**config.mk**
```make
export PLATFORM = sky130hd
export DESIGN_NAME = uart_tx_buffered
export DESIGN_NICKNAME = d
export VERILOG_FILES = /design/src/rtl/uart_tx_buffered.sv
export SDC_FILE = /design/constraint.sdc
export NUM_CORES = 1
export LEC_CHECK = 0
export ABC_AREA = 0
export CAP_MARGIN = 10
export CORE_MARGIN = 1
export CORE_UTILIZATION = 45
export DETAILED_ROUTE_END_ITERATION = 10
export GPL_TIMING_DRIVEN = 0
export SETUP_SLACK_MARGIN = 0.4
export SYNTH_ARGS = -nofsm -noshare
export SYNTH_HDL_FRONTEND = slang
export SYNTH_SLANG_ARGS = --single-unit
export TNS_END_PERCENT = 5
```
**constraint.sdc**
```tcl
create_clock -name clk_i -period 4.15 [get_ports clk_i]
set_input_delay 0.83 -clock clk_i [delete_from_list [all_inputs] [get_ports clk_i]]
set_output_delay 0.83 -clock clk_i [all_outputs]
set_load 0.01 [all_outputs]
```
**src/rtl/uart_tx_buffered.sv**
```systemverilog
// Buffered 8N1 UART transmitter: small FIFO feeding a tick-paced serializer, line idles high.
// Start bit appears one cycle after the first tick with data queued; writes to a full FIFO are dropped.
module uart_tx_buffered #(
   parameter int DataWidth      = 8,
   parameter int OverSampleRate = 16,
   parameter int FifoDepth      = 4
) (
   input  logic                 clk_i,
   input  logic                 rst_i,
   input  logic                 tick_i,
   input  logic                 wr_en_i,
   input  logic [DataWidth-1:0] data_i,
   output logic                 tx_o,
   output logic                 full_o,
   output logic                 empty_o,
   output logic                 busy_o
);
   localparam int AW = $clog2(FifoDepth);
   localparam int CW = $clog2(OverSampleRate);
   localparam int IW = (DataWidth > 1) ? $clog2(DataWidth) : 1;
   localparam logic [CW-1:0] CntLast   = CW'(OverSampleRate - 1);
   localparam logic [IW-1:0] IdxLast   = IW'(DataWidth - 1);
   localparam logic [AW:0]   FullCount = (AW+1)'(FifoDepth);
   localparam logic [AW:0]   PtrLast   = (AW+1)'(FifoDepth - 1);

   typedef enum logic [1:0] {IDLE, START, DATA, STOP} state_t;
   state_t state, state_next;

   logic [DataWidth-1:0] mem [FifoDepth];
   logic [AW:0]          wr_ptr, rd_ptr, count;
   logic                 push, pop, bit_end, tx_next;
   logic [CW-1:0]        cnt;
   logic [IW-1:0]        idx;
   logic [DataWidth-1:0] shift, shift_next;

   assign full_o  = (count == FullCount);
   assign empty_o = (count == '0);
   assign busy_o  = (state != IDLE) || !empty_o;
   assign push    = wr_en_i && !full_o;
   assign bit_end = tick_i && (cnt == CntLast);

   always_ff @(posedge clk_i) begin
      if (push) mem[wr_ptr[AW-1:0]] <= data_i;
   end

   always_ff @(posedge clk_i) begin
      if (rst_i) begin
         wr_ptr <= '0;
         rd_ptr <= '0;
         count  <= '0;
      end else begin
         if (push) wr_ptr <= (wr_ptr == PtrLast) ? '0 : wr_ptr + 1'b1;
         if (pop)  rd_ptr <= (rd_ptr == PtrLast) ? '0 : rd_ptr + 1'b1;
         case ({push, pop})
            2'b10:   count <= count + 1'b1;
            2'b01:   count <= count - 1'b1;
            default: count <= count;
         endcase
      end
   end

   always_ff @(posedge clk_i) begin
      if (rst_i) state <= IDLE;
      else       state <= state_next;
   end

   always_comb begin
      state_next = state;
      case (state)
         IDLE:    if (tick_i && !empty_o) state_next = START;
         START:   if (bit_end) state_next = DATA;
         DATA:    if (bit_end && idx == IdxLast) state_next = STOP;
         STOP:    if (bit_end) state_next = empty_o ? IDLE : START;
         default: state_next = IDLE;
      endcase
   end

   // tx_next is derived from the next state so the line flop changes on the same edge as the FSM.
   always_comb begin
      pop        = 1'b0;
      shift_next = shift;
      case (state)
         IDLE: if (tick_i && !empty_o) begin
            pop        = 1'b1;
            shift_next = mem[rd_ptr[AW-1:0]];
         end
         DATA: if (bit_end) shift_next = shift >> 1;
         STOP: if (bit_end && !empty_o) begin
            pop        = 1'b1;
            shift_next = mem[rd_ptr[AW-1:0]];
         end
         default: ;
      endcase
      case (state_next)
         START:   tx_next = 1'b0;
         DATA:    tx_next = shift_next[0];
         default: tx_next = 1'b1;
      endcase
   end

   always_ff @(posedge clk_i) begin
      if (rst_i) begin
         tx_o  <= 1'b1;
         shift <= '0;
         cnt   <= '0;
         idx   <= '0;
      end else begin
         tx_o  <= tx_next;
         shift <= shift_next;
         if (tick_i) begin
            if (state == IDLE || bit_end) cnt <= '0;
            else                          cnt <= cnt + 1'b1;
            if (state == START && bit_end)     idx <= '0;
            else if (state == DATA && bit_end) idx <= idx + 1'b1;
         end
      end
   end
endmodule

```
## Word level (Yosys, flattened, before mapping)

Memories as Yosys holds them, arrays and structs flattened. A register that Yosys moved wholly into a read port is not among the register bits.
Index checks and enable logic that the tools add are counted.

- Add/sub/neg operators: 6
- Equal/unequal tests: 15
- Muxes and demuxes: 24
- Reduce and logical (&&, ||, !) cells: 19

Operators by type and width:

| kind | number |
|---|---|
| 2-to-1 mux 8 bit | 3 |
| one-hot mux 8 bit (3 select lines) | 1 |
| adder 3 x 1 -> 3 bit, second input constant | 4 |
| 2-to-1 mux 2 bit | 6 |
| 2-to-1 mux 3 bit | 4 |
| == test 2 bit, second input constant | 4 |
| one-hot mux 2 bit (4 select lines) | 1 |
| logical AND 1 bit | 7 |
| == test 2 x 1 -> 1 bit, second input constant | 3 |
| == test 3 x 2 -> 1 bit, second input constant | 2 |
| == test 3 bit, second input constant | 2 |
| inequality test 2 bit, second input constant | 3 |
| one-hot mux 3 bit (2 select lines) | 1 |
| nonzero test 2 bit | 3 |
| 2-to-1 mux 1 bit | 5 |
| adder 4 x 1 -> 4 bit, second input constant | 1 |
| == test 4 bit, second input constant | 1 |
| 2-to-1 mux 4 bit | 1 |
| one-hot mux 1 bit (2 select lines) | 2 |
| AND reduction 4 bit | 1 |
| zero test 3 bit | 1 |
| nonzero test 3 bit | 1 |
| subtractor 3 x 1 -> 3 bit, second input constant | 1 |
| zero test 1 bit | 2 |
| 3 further kinds | 4 |

- Bits in registers: 27
- RAM bits: 32
- Output and inout port bits: 4
- Word-level logic and storage cells: 74
- Memories kept: 1

Memories:

| name | words | width | rd ports | clocked after memory_dff | write ports | RTL line | text |
|---|---|---|---|---|---|---|---|
| mem | 4 | 8 | 1 | 1 | 1 | 29 | `logic [DataWidth-1:0] mem [FifoDepth];` |

## Depth between registers and ports, before layout

- Depth after elaboration: 7
- Depth in mapped cells: 11

## Worst setup path before layout

Ideal clock, no wire load.

- Path kind: input-to-reg
- Start point: in tick_i
- End point: reg count[2]
- Arrival time: 2543 ps
- Setup slack: 1536 ps
- Stages on the path: 9
- Buffers on the path: 1
- Cells stage by stage: buf_4 -> o31ai_4 -> nor3_2 -> ha_1 -> inv_1 -> fa_1 -> xor2_1 -> or3_1 -> a21oi_1

- Longest elaborated chain between the ends: 6

RTL lines:

| element | RTL line | text |
|---|---|---|
| start, declared | 10 | `input logic tick_i,` |
| logical AND 1 bit | 40 | `assign bit_end = tick_i && (cnt == CntLast);` |
| logical AND 1 bit | 88 | `STOP: if (bit_end && !empty_o) begin` |
| 2-to-1 mux 1 bit | 88 |  |
| one-hot mux 1 bit (2 select lines) * | 82 | `case (state)` |
| named net pop | 31 | `logic push, pop, bit_end, tx_next;` |
| == test 2 x 1 -> 1 bit or == test 2 bit (tied branches) | 54 | `case ({push, pop})` |
| one-hot mux 3 bit (2 select lines) or nonzero test 2 bit (tied branches) | - |  |
| end signal, assigned | 55 | `2'b10: count <= count + 1'b1;` |
| end signal, assigned | 56 | `2'b01: count <= count - 1'b1;` |
| end signal, assigned | 57 | `default: count <= count;` |
| end, declared | 30 | `logic [AW:0] wr_ptr, rd_ptr, count;` |

The timed path passes the listed nets; every way through them passes the cells marked *.
A chain may end at the register's enable or synchronous reset.

## Worst setup path after layout

Same ends and word-level chain as after synthesis.

==> key figures <==
Cells and area
  • Final instance area: 0.00320 mm²
  • Most common cell after layout, fill and taps aside: edfxtp_1
  • Final Util: roughly 54%
  • Fin cells: ~330
  • Share of cells above drive strength 1: around 16%
  • P&R area growth vs syn: 15.6%
  • Most frequent cells in the layout: 32 x edfxtp_1, 29 x dfxtp_1, 19 x nor2_1, 14 x clkdlybuf4s50_1
  • Nets: around 270
  • Ant. Diodes: 0

STA
  • Period Utilization, post-route: between 70% and 80%
  • Setup TNS Final: 0 ns
  • Worst clock skew: 0.00366 ns
  • Post-route setup slack: 1.11 ns
  • Slew HR: approximately 61%
  • Max Clock Freq: about 330 MHz
  • Unrepaired setup endpoints after global routing: false
  • Slew Limit Fails: 0
  • Fin. Hold Viols: 0
  • Fin crit period: between 3 and 4 ns
  • Slew of the pin with the lowest slew margin: 0.585 ns
  • Final Setup Violations: 0

Worst setup path
  • Setup crit end kind: flop
  • Reg2reg setup slack: approximately 1.5 ns
  • Critical path required time: approximately 4.4 ns
  • CP max stage cell: clkdlybuf4s50_1
  • Worst endpoint data arrival time: between 3 and 4 ns
  • Reg2reg start: state[1]
  • Setup CP Type: in -> reg
  • Crit path buf inv count: 3
  • Crit Path Max Fanout: 10
  • Worst Setup Start Kind: input port
  • CP delay by family, top: buffers and inverters
  • Max incr delay on CP: ~0.52 ns
  • Worst R2R Path Depth: 9
  • FF-to-FF End: count[2]
  • CP Cell Sequence: clkdlybuf4s50_1, buf_4, o31ai_4, nor3_2, ha_1, inv_1, fa_1, xor2_1, or3_1, a21oi_1

Die
  • Full die area: about 0.0065 mm²
  • Starting density of the core: 46.8%
  • Die Y: about 80 µm
  • Ports: 16
  • Core area: about 0.0059 mm²
  • Die X: 80.5 µm
  • # rows: 28

Place
  • Placed Cells: 312
  • Place WS: 0.756 ns
  • IO buf count: 14
  • Placer Congestion: 0.742
  • DP Area: 0.00301 mm²
  • Hpwl dp: 3.30 mm

Clocking
  • Worst-path clk slew: roughly 0.07 ns
  • Worst skew pair latency: roughly 0.33 ns
  • CTS Hold Bufs: 0
  • CTS tree: built
  • Post-CTS Resized: 0
  • H-tree depth: 3
  • CTS Buf Count: 9
  • Post-CTS Setup Bufs: 0
  • Clk root buf: clkbuf_8
  • CTS Buffer Depth: 2
  • Total clock sinks: 61

Synthesis
  • Syn Nets: 249
  • Post-synth ARST share: 0%
  • Synth Flop Type: edfxtp_1
  • Seq/Total Area, Yosys: 55.6%
  • Yosys synthesis warning count: 0
  • Synthesized flop and latch total: a little over 60
  • Mapped Avg Cell Area: 12.4 µm²
  • Number of enable flip-flop cells after synthesis: 32
  • Mapped cell area: roughly 0.0028 mm²
  • Post-Synthesis Cells: between 200 and 250
  • Post-synthesis cell type count: 50

Run
  • Max cap viols: 0

Power
  • Max VDD drop: approximately 270 µV
  • Pwr dens: just under 600 mW/mm²
  • Leak Pwr: 1.17 nW

Global route
  • Global-route wire length before repair: 7.85 mm
  • Antenna violations before repair: 0
  • Largest net degree at the start of global routing: 13
  • GRT Overall Usage: between 10% and 20%
  • Vias in the first global route: ~1700
  • Remaining Overflow, GRT: 0

Run status
  • Status: finished clean

Detailed routing
  • DRC: 0
  • Vias per inst: 5.33
  • Final ANT Viol Nets: 0
  • WL met2: about 2.2 mm
  • Wirelength per Cell: between 10 and 15 µm
  • DRT Pass-1 Iters: 4
  • Met3 Wirelength: about 140 µm
  • First DRT Iteration DRCs: 46
  • Top Metal Used: met4
  • M1 WL: 2.39 mm
  • Vias after detailed routing: around 1700
  • Routed wire length: roughly 4.8 mm

Hold path
  • Hold path startpoint: shift[7]
  • Hold crit path type: reg -> reg
  • Hold path endpoint: shift[7]
  • Hold path depth: 2
[logic make-up (layout without fill, tap and decap cells)]
logic type      Yosys count  after routing  synth area share, %
flops                    61             61                 55.6
buf+inv                  22             52                 3.52
fa+ha+maj                14             14                 6.59
compound gates           42             42                 11.5
mux                      11             11                 7.58
xor+xnor                  3              3                0.948
simple gates             70             70                 14.2
[where the power goes]
| part | total, mW | switching (mW) | internal, mW |
|---|---|---|---|
| clock | 0.518 | 0.239 | 0.279 |
| combinational | 0.576 | 0.287 | 0.289 |
| sequential | 0.762 | 0.0461 | 0.716 |
[how the worst max path moves through the flow]
stage	from	end	slack [ns]	depth (start not counted)
floorplan	tick_i	count[2]	1.54	9
global placement	tick_i	count[2]	0.80	10
detailed placement	tick_i	count[2]	0.76	10
CTS	tick_i	count[2]	1.11	10
global route	tick_i	count[2]	0.89	10
finish	tick_i	count[2]	1.11	10
[final cells by class]
type | count | area [µm²]
well taps | 75 | 93.8
clock buffers | 9 | 124
flip-flops and latches | 61 | 1540
plain buffers | 10 | 52.6
multi-input cells | 140 | 1130
fillers | 522 | 2720
inverters | 12 | 45.0
repair buffers | 14 | 140
clock inverters | 7 | 73.8
[stage by stage]
step / total power, mW / hold slack [ns]
finish: 1.86 / 0.462
global route: 1.98 / 0.494
CTS: 1.88 / 0.462
detailed placement: 1.36 / 0.452
global placement: 1.35 / 0.450
floorplan: 1.20 / 0.436
[layer usage]
| layer | track usage (%) | up-vias |
|---|---|---|
| li1 | - | 876 |
| met1 | 22.0 | 845 |
| met2 | 25.4 | 18 |
| met3 | 4.77 | 8 |
| met4 | 8.57 | 0 |
| met5 | 0 | - |
[state kept, by name, summed over array words and instances (netlist names), named ones only]
signal / cells
mem: 32
shift: 8
cnt: 4
count: 3
idx: 3
rd_ptr: 3
wr_ptr: 3
state: 2
tx_o: 1
[worst register-to-register path, cell delays in order, from the launching register on]
cell     delay, ns
dfxtp_1       0.41
ha_1          0.31
a41oi_1       0.21
nor3_2        0.35
ha_1          0.26
inv_1         0.06
fa_1          0.37
xor2_1        0.16
or3_1         0.30
a21oi_1       0.14
[synthesized netlist by cell type (2+ instances only)]
| master | count | area, µm² |
|---|---|---|
| o21ai_0 | 4 | 20.0 |
| mux4_2 | 8 | 180 |
| mux2i_1 | 3 | 30.0 |
| nor3_2 | 2 | 20.0 |
| a21oi_1 | 11 | 55.1 |
| dfxtp_1 | 29 | 581 |
| edfxtp_1 | 32 | 961 |
| a211oi_1 | 3 | 22.5 |
| nor2_1 | 19 | 71.3 |
| nor3b_1 | 2 | 15.0 |
| nand2b_1 | 2 | 12.5 |
| a22oi_1 | 2 | 15.0 |
| ha_1 | 13 | 163 |
| a221oi_1 | 6 | 52.6 |
| inv_1 | 12 | 45.0 |
| a21o_1 | 3 | 22.5 |
| clkbuf_1 | 3 | 11.3 |
| buf_2 | 3 | 15.0 |
| buf_1 | 2 | 7.51 |
| nor2b_1 | 5 | 31.3 |
| nand2_1 | 13 | 48.8 |
| nand3_1 | 4 | 20.0 |
| nor3_1 | 7 | 35.0 |
| xor2_1 | 3 | 26.3 |
| nor2b_4 | 3 | 41.3 |
| and3_1 | 5 | 31.3 |
No activity file was read; power rests on OpenSTA's default activity.
